$ cat src/rtl/bitstream_pkg.sv
// bitstream_pkg: width and geometry helpers shared by the constant-bitstream blocks.
package bitstream_pkg;

   // Index width that stays at least one bit for degenerate sizes.
   function automatic int idx_w(input int n);
      return (n > 1) ? $clog2(n) : 1;
   endfunction

   function automatic bit geom_ok(input int len, input int word);
      return (word > 0) && (len >= word) && (len % word == 0);
   endfunction

endpackage

$ cat src/rtl/const_pattern_ch.sv
// const_pattern_ch: one channel's LEN-bit pattern register with a word write port and a bit read port.
module const_pattern_ch
   import bitstream_pkg::*;
#(
   parameter int LEN  = 512,
   parameter int WORD = 32
) (
   input  logic                            clk,
   input  logic                            i_we,
   input  logic [idx_w(LEN/WORD)-1:0]      i_addr,
   input  logic [WORD-1:0]                 i_data,
   input  logic [idx_w(LEN)-1:0]           i_idx,
   output logic                            o_bit
);

   logic [LEN-1:0] r_pat;

   always_ff @(posedge clk) begin
      if (i_we) r_pat[int'(i_addr)*WORD +: WORD] <= i_data;
   end

   assign o_bit = r_pat[i_idx];

endmodule

$ cat src/rtl/const_stream_bank.sv
// const_stream_bank: N-channel cyclic constant-bitstream source with run-time loadable patterns.
module const_stream_bank
   import bitstream_pkg::*;
#(
   parameter int N_CH   = 4,
   parameter int LEN    = 512,
   parameter int WORD   = 32,
   parameter int OFFSET = 0
) (
   input  logic                            clk,
   input  logic                            rst,
   input  logic                            i_run_en,
   input  logic                            i_sync_clr,
   input  logic [N_CH-1:0]                 i_ch_mask,
   input  logic                            i_ld_valid,
   output logic                            o_ld_ready,
   input  logic [idx_w(N_CH)-1:0]          i_ld_ch,
   input  logic [idx_w(LEN/WORD)-1:0]      i_ld_addr,
   input  logic [WORD-1:0]                 i_ld_data,
   output logic [N_CH-1:0]                 o_bits_out,
   output logic                            o_bits_valid,
   output logic                            o_wrap,
   output logic [idx_w(LEN)-1:0]           o_idx_out
);

   typedef logic [idx_w(N_CH)-1:0] ch_idx_t;
   typedef logic [idx_w(LEN)-1:0]  bit_idx_t;

   localparam bit_idx_t IDX_RST  = bit_idx_t'(OFFSET);
   localparam bit_idx_t IDX_LAST = bit_idx_t'(LEN - 1);

   if (!geom_ok(LEN, WORD) || OFFSET < 0 || OFFSET >= LEN) begin : g_bad_geom
      $error("const_stream_bank: LEN must be a multiple of WORD and OFFSET < LEN");
   end

   bit_idx_t        r_idx;
   logic [N_CH-1:0] w_bit;
   logic            w_acc;

   assign o_ld_ready = ~i_run_en & ~i_sync_clr;
   // A handshake in the reset cycle is void; out-of-range channels match no instance.
   assign w_acc = i_ld_valid & o_ld_ready & ~rst;

   for (genvar c = 0; c < N_CH; c++) begin : g_ch
      const_pattern_ch #(.LEN(LEN), .WORD(WORD)) u_ch (
         .clk    (clk),
         .i_we   (w_acc && (i_ld_ch == ch_idx_t'(c))),
         .i_addr (i_ld_addr),
         .i_data (i_ld_data),
         .i_idx  (r_idx),
         .o_bit  (w_bit[c])
      );
   end

   always_ff @(posedge clk) begin
      if (rst) begin
         r_idx        <= IDX_RST;
         o_bits_out   <= '0;
         o_bits_valid <= 1'b0;
         o_wrap       <= 1'b0;
         o_idx_out    <= IDX_RST;
      end else if (i_sync_clr) begin
         r_idx        <= IDX_RST;
         o_bits_out   <= '0;
         o_bits_valid <= 1'b0;
         o_wrap       <= 1'b0;
      end else if (i_run_en) begin
         r_idx        <= (r_idx == IDX_LAST) ? '0 : r_idx + 1'b1;
         o_bits_out   <= w_bit & i_ch_mask;
         o_bits_valid <= 1'b1;
         o_wrap       <= (r_idx == IDX_LAST);
         o_idx_out    <= r_idx;
      end else begin
         o_bits_out   <= '0;
         o_bits_valid <= 1'b0;
         o_wrap       <= 1'b0;
      end
   end

endmodule

$ cat config.mk
export PLATFORM = sky130hd
export DESIGN_NAME = const_stream_bank
export DESIGN_NICKNAME = d
export VERILOG_FILES = /design/src/rtl/bitstream_pkg.sv /design/src/rtl/const_pattern_ch.sv /design/src/rtl/const_stream_bank.sv
export SDC_FILE = /design/constraint.sdc
export NUM_CORES = 2
export LEC_CHECK = 0
export ABC_CLOCK_PERIOD_IN_PS = 5000
export CAP_MARGIN = 15
export CORE_ASPECT_RATIO = 1.5
export CORE_MARGIN = 2
export CORE_UTILIZATION = 63
export CTS_CLUSTER_DIAMETER = 100
export DETAILED_ROUTE_END_ITERATION = 10
export PLACE_DENSITY = 0.8
export SLEW_MARGIN = 20
export SYNTH_ARGS = -nofsm -noshare
export SYNTH_HDL_FRONTEND = slang
export SYNTH_SLANG_ARGS = --single-unit
$ cat constraint.sdc
create_clock -name clk -period 5 [get_ports clk]
set_input_delay 0.5 -clock clk [delete_from_list [all_inputs] [get_ports clk]]
set_output_delay 0.5 -clock clk [all_outputs]
set_load 0.005 [all_outputs]
== Word level (Yosys, flattened, before mapping) ==
Cells that the tools add are included.
Storage, ports and cells
  bits in registers: 2072
  bits of input ports: 47
  output and inout port bits: 16
  word-level logic and storage cells: 47
Operators by class
  add/sub/neg operators: 2
  order comparisons: 1
  equal/unequal tests: 4
  shifts and indexed selects: 2
  mux-type cells: 14
  bitwise operators: 7
  reduce and logical (&&, ||, !) cells: 8
Operators with widths (count)
  $bwmux W512: 4
  $shift A32 B33 Y512 const A: 1
  $shiftx A32 B33 Y512: 1
  $bmux W1 S9: 4
  $neg A9 Y33: 1
  $lt A9 B10 Y1 const B: 1
  $add A9 B1 Y9 const B: 1
  $eq A9 B9 Y1 const B: 1
  $mux W9: 1
  $mux W1: 5
  $and A4 B4 Y4: 1
  $eq A2 B2 Y1 const B: 2
  $logic_and A1 B1 Y1: 4
  $and A1 B1 Y1: 3
  $not A1 Y1: 3
  $reduce_or A3 Y1: 1
  $eq A2 B1 Y1 const B: 1
  $logic_not A2 Y1: 1
  $reduce_and A2 Y1: 1
  $reduce_or A2 Y1: 1

== Logic depth before layout (Yosys ltp) ==
  depth in word-level cells: 5
  mapped depth: 14
  depth with buffers taken out: 7

== Modules after synthesis ==
From an unflattened synthesis, not the netlist that was laid out.
Second synthesis, totals
  cells, all modules: 6674
  area, all modules: 93877.5 um^2
By module, submodules not included
  const_pattern_ch at g_ch[0].u_ch ...: times used 3, cells an instance 1640, area an instance 23171.0 um^2, sequential area each 15374.7 um^2
  const_pattern_ch at g_ch[3].u_ch: times used 1, cells an instance 1644, area an instance 23410.0 um^2, sequential area each 15374.7 um^2
  const_stream_bank: times used 1, cells an instance 110, area an instance 954.7 um^2, sequential area each 480.5 um^2

== Worst setup path before layout ==
Ideal clock, no wire load.
  path kind: input port to flip-flop
  start: in i_ld_addr[0]
  end: reg g_ch[0].u_ch.r_pat[384] (enable)
  setup time: 421 ps
  arrival time: 3267 ps
  data required time: 4579 ps
  slack: 1312 ps
  stages on the path: 6
  path buffers: 1
  cells stage by stage: nor3_1 > ha_1 > nor3_1 > clkbuf_1 > nand2_1 > nor2_1
RTL lines
  start, declared: RTL line const_stream_bank.sv:18  | input logic [idx_w(LEN/WORD)-1:0] i_ld_addr,
  end signal, assigned by index: RTL line const_pattern_ch.sv:19  | if (i_we) r_pat[int'(i_addr)*WORD +: WORD] <= i_data;
  end, declared: RTL line const_pattern_ch.sv:16  | logic [LEN-1:0] r_pat;

== Final worst setup path ==
  start: reg r_idx[1]
  end: reg o_bits_out[2]
Between the ends
  word-level cells in the longest chain between the ends: 3
Ends and longest elaborated chain
  start, declared: RTL line const_stream_bank.sv:36  | bit_idx_t r_idx;
  start signal, assigned: RTL line const_stream_bank.sv:68  | r_idx <= (r_idx == IDX_LAST) ? '0 : r_idx + 1'b1;
  $bmux W1 S9: RTL line const_pattern_ch.sv:22  | assign o_bit = r_pat[i_idx];
  $mux W1 (implied by the code): RTL line const_pattern_ch.sv:22
  $and A4 B4 Y4: RTL line const_stream_bank.sv:69  | o_bits_out <= w_bit & i_ch_mask;
  end signal, assigned: RTL line const_stream_bank.sv:69
  end, declared: RTL line const_stream_bank.sv:20  | output logic [N_CH-1:0] o_bits_out,
No other way between the ends. The select of a mux whose other input is x is not followed.
A chain may end at the register's enable or synchronous reset.

==> flow_metrics.env <==
export IMPL_worstPathArrival_ns=5.16
export IMPL_min_delay_path_class="register to register"
export IMPL_grt_start_max_net_pins=76
export IMPL_layout_core_utilization=0.702
export IMPL_synth_net_count=4429
export IMPL_detailedRoute_firstPassIterationCount=9
export IMPL_number_of_synthesis_warnings=0
export IMPL_critPathMaxFanout=42
export IMPL_floorplan_initialDensity=0.633
export IMPL_report_final_slew_viol_count=0
export IMPL_fmax_ghz=0.226
export IMPL_use_met3=0.113
export IMPL_setup_violations=0
export IMPL_route_vias_total=46500
export IMPL_outcome="finished clean"
export IMPL_synth_edff_count=2048
export IMPL_register_to_register_setup_slack_ns=0.57
export IMPL_slowest_stage="sky130_fd_sc_hd__dfxtp_4"
export IMPL_port_buffer_count=62
export IMPL_detailed_route_wire_length_mm=236
export IMPL_die_width_um=301
export IMPL_routed_wire_length_per_instance_um=36.4
export IMPL_leakage_power_total_nw=23.9
export IMPL_cell_rows=163
export IMPL_synth_seq_cells=2072
export IMPL_ioPinCount=63
export IMPL_setup_repair_after_global_routing_missed_its_margin="no"
export IMPL_floorplan_die_height_um=449
export IMPL_cts_resized_gates=0
export IMPL_vias_in_the_first_global_route=46100
export IMPL_design_final_nets=4608
export IMPL_r2r_worst_path_cells=7
export IMPL_global_route_usage_total=0.354
export IMPL_final_cell_mix="sky130_fd_sc_hd__edfxtp_1, sky130_fd_sc_hd__mux4_2, sky130_fd_sc_hd__nor2_1"
export IMPL_dominantRegCellSynth="sky130_fd_sc_hd__edfxtp_1"
export IMPL_power_density_mw_per_mm2=364
export IMPL_synth_area_leaders="sky130_fd_sc_hd__edfxtp_1, sky130_fd_sc_hd__mux4_2, sky130_fd_sc_hd__mux2i_1"
export IMPL_timing_final_crit_period_ns=4.43
export IMPL_cts_setup_buffers=0
export IMPL_synthCells=4378
export IMPL_slew_headroom=0.221
export IMPL_worstSetupEndpoint="o_bits_out[2]"
export IMPL_ctsRootBufferMaster="sky130_fd_sc_hd__clkbuf_16"
export IMPL_setup_crit_start="r_idx[1]"
export IMPL_grt_ovfl_total=0
export IMPL_post_drt_via_cell_ratio=7.18
export IMPL_seq_area_frac_synth=0.745
export IMPL_capture_instance_of_the_worst_register_to_register_path="o_bits_out[2]"
export IMPL_critical_path_endpoint_type="register"
export IMPL_final_hold_violation_count=0
export IMPL_dpl_hpwl_mm=151
export IMPL_worst_ep_required_time_ns=5.73
export IMPL_cts_tree="yes"
export IMPL_first_pass_grt_wire_length_mm=331
export IMPL_crit_path_max_incr_delay_ns=0.95
export IMPL_detail_route_iter0_violations=7326
export IMPL_grtUsageMet2=0.541
export IMPL_number_of_distinct_standard_cells_referenced_by_the_synthesized_netlist=73
export IMPL_cap_violations=0
export IMPL_clk_insertion_delay_late_ns=0.84
export IMPL_postSynth_asyncResetShare=0
export IMPL_tightest_slew_ns=1.16
export IMPL_die_area_mm2=0.135
export IMPL_cts_sinks=2072
export IMPL_clock_path_buffers=3
export IMPL_yosysTopAreaCellShare=0.740
export IMPL_criticalPathCategory="register to register"
export IMPL_drc_errors=0
export IMPL_final_min_period_over_clock_period=0.887
export IMPL_worst_setup_hold_path_clk_slew_ns=0.07
export IMPL_coreArea_mm2=0.131
export IMPL_final_common_cell="sky130_fd_sc_hd__edfxtp_1"
export IMPL_pre_cts_slack_ns=0.556
export IMPL_crit_reg2reg_launch="r_idx[1]"
export IMPL_busiest_layer_in_global_routing="met2"
export IMPL_finalWorstSetupSlack_ns=0.565
export IMPL_post_synthesis_average_cell_area_um2=19.0
export IMPL_gp_routability_congestion=0.999
export IMPL_ant_nets=0
export IMPL_yosys_area_top_type="sky130_fd_sc_hd__edfxtp_1"
export IMPL_number_of_clock_buffers_inserted_by_tritoncts=175
export IMPL_worst_ir_drop_vdd_v=0.000361
export IMPL_setup_tns_final_ns=0
export IMPL_area_of_the_mapped_netlist_mm2=0.0832
export IMPL_antenna_found_initial=20
export IMPL_crit_path_cell_trace="buf_4 -> mux4_2 -> a221oi_1 -> o22ai_1 -> o211ai_1 -> a21bo_2 -> a221o_1"
export IMPL_drive_above_1_share=0.213
export IMPL_cts_htree_levels=4
export IMPL_gr_usage_met1=0.426
export IMPL_post_cts_hold_buffer_count=0
export IMPL_syn_to_final_growth_pct=10.9
export IMPL_fin_skew_ns=0.0299
export IMPL_timing_critical_path_from_type="register"
-- power breakdown --
group          internal, mW  switching [mW]  leakage [nW]
clock network          7.36            6.17          2.73
logic                 0.285           0.791          6.63
registers              18.9          0.0200          14.5
-- final cells by class --
type | count | area, µm²
sequential | 2072 | 62000
fill | 7625 | 39100
multi-input combinational | 2017 | 19800
clock buffer | 214 | 4610
timing repair buffer | 280 | 2520
tap | 1732 | 2170
clock inverter | 100 | 957
antenna | 44 | 110
inverter | 11 | 45.0
-- cell families (layout without fill, tap and decap cells) --
group                      after synthesis  in the layout  synth area share
other                                    0             44                 0
adders and majority gates                4              4          0.000602
and+or+nand+nor                        955            955            0.0545
xor gates and xnor gates                 5              5          0.000527
muxes                                  672            672             0.147
AOI/OAI and AO/OA                      381            381            0.0329
buffers and inverters                  289            605            0.0192
DFF                                   2072           2072             0.745
-- sequential cells by signal, summed over array words and instances (netlist names) --
name and count:
o_idx_out 9, g_ch.u_ch.r_pat 2048, o_bits_out 4, o_wrap 1
r_idx 9, o_bits_valid 1
-- worst min-delay path by stage --
| stage | from | to | slack [ns] | cells past startpoint |
|---|---|---|---|---|
| 4_1_cts | i_sync_clr | r_idx[1] | 0.42 | 2 |
| 2_1_floorplan | o_idx_out[0] | o_idx_out[0] | 0.45 | 2 |
| 3_5_place_dp | o_idx_out[3] | o_idx_out[3] | 0.46 | 2 |
| 6_report | o_idx_out[7] | o_idx_out[7] | 0.46 | 2 |
| 5_1_grt | i_sync_clr | r_idx[1] | 0.45 | 2 |
| 3_3_place_gp | o_idx_out[2] | o_idx_out[2] | 0.44 | 2 |
-- through the flow --
| stage | std cells | area, µm² | hold slack (ns) | total power [mW] |
|---|---|---|---|---|
| 6_report | 6470 | 92300 | 0.461 | 33.5 |
| 5_1_grt | 6427 | 92100 | 0.453 | 34.1 |
| 4_1_cts | 6426 | 92100 | 0.418 | 33.5 |
| 3_5_place_dp | 6112 | 86600 | 0.457 | 20.3 |
| 3_3_place_gp | 6112 | 86600 | 0.445 | 20.3 |
| 2_1_floorplan | 4378 | 83200 | 0.453 | 19.8 |
-- layer usage --
metal	routed length, µm	share of wire	up-vias
met5	53	0.00022	-
met4	20200	0.086	8
met3	32500	0.14	956
met2	111000	0.47	3889
met1	71500	0.30	23400
li1	-	-	18200
-- Yosys cell counts (6+ instances only) --
master / instances
sky130_fd_sc_hd__buf_2: 51
sky130_fd_sc_hd__a211oi_1: 9
sky130_fd_sc_hd__a221oi_1: 17
sky130_fd_sc_hd__a31oi_1: 9
sky130_fd_sc_hd__or3_1: 15
sky130_fd_sc_hd__o21ai_0: 32
sky130_fd_sc_hd__a2111oi_0: 6
sky130_fd_sc_hd__a21oi_1: 67
sky130_fd_sc_hd__nand2b_1: 10
sky130_fd_sc_hd__o221ai_1: 71
sky130_fd_sc_hd__nand4_1: 8
sky130_fd_sc_hd__mux2i_1: 228
sky130_fd_sc_hd__o22ai_1: 50
sky130_fd_sc_hd__mux4_2: 419
sky130_fd_sc_hd__nor2b_1: 11
sky130_fd_sc_hd__buf_6: 37
sky130_fd_sc_hd__inv_1: 9
sky130_fd_sc_hd__buf_4: 30
sky130_fd_sc_hd__nand3_1: 35
sky130_fd_sc_hd__mux4_1: 14
sky130_fd_sc_hd__and3_1: 101
sky130_fd_sc_hd__nor3_1: 26
sky130_fd_sc_hd__nor2_1: 389
sky130_fd_sc_hd__buf_1: 21
sky130_fd_sc_hd__clkbuf_1: 135
sky130_fd_sc_hd__a22o_1: 15
sky130_fd_sc_hd__nand2_1: 166
sky130_fd_sc_hd__or2_2: 7
sky130_fd_sc_hd__and2_1: 170
sky130_fd_sc_hd__mux2_2: 11
sky130_fd_sc_hd__dfxtp_1: 24
sky130_fd_sc_hd__edfxtp_1: 2048
sky130_fd_sc_hd__a22oi_1: 52
-- worst max-delay path, delay by kind of cell (launching register included) --
| family | cells | cell delay [ns] |
|---|---|---|
| flip-flops | 1 | 0.95 |
| AO/OA/AOI/OAI | 5 | 2.52 |
| buffers and inverters | 1 | 0.45 |
| multiplexers | 1 | 0.36 |
Note: power is estimated with default switching activity, not from simulation.
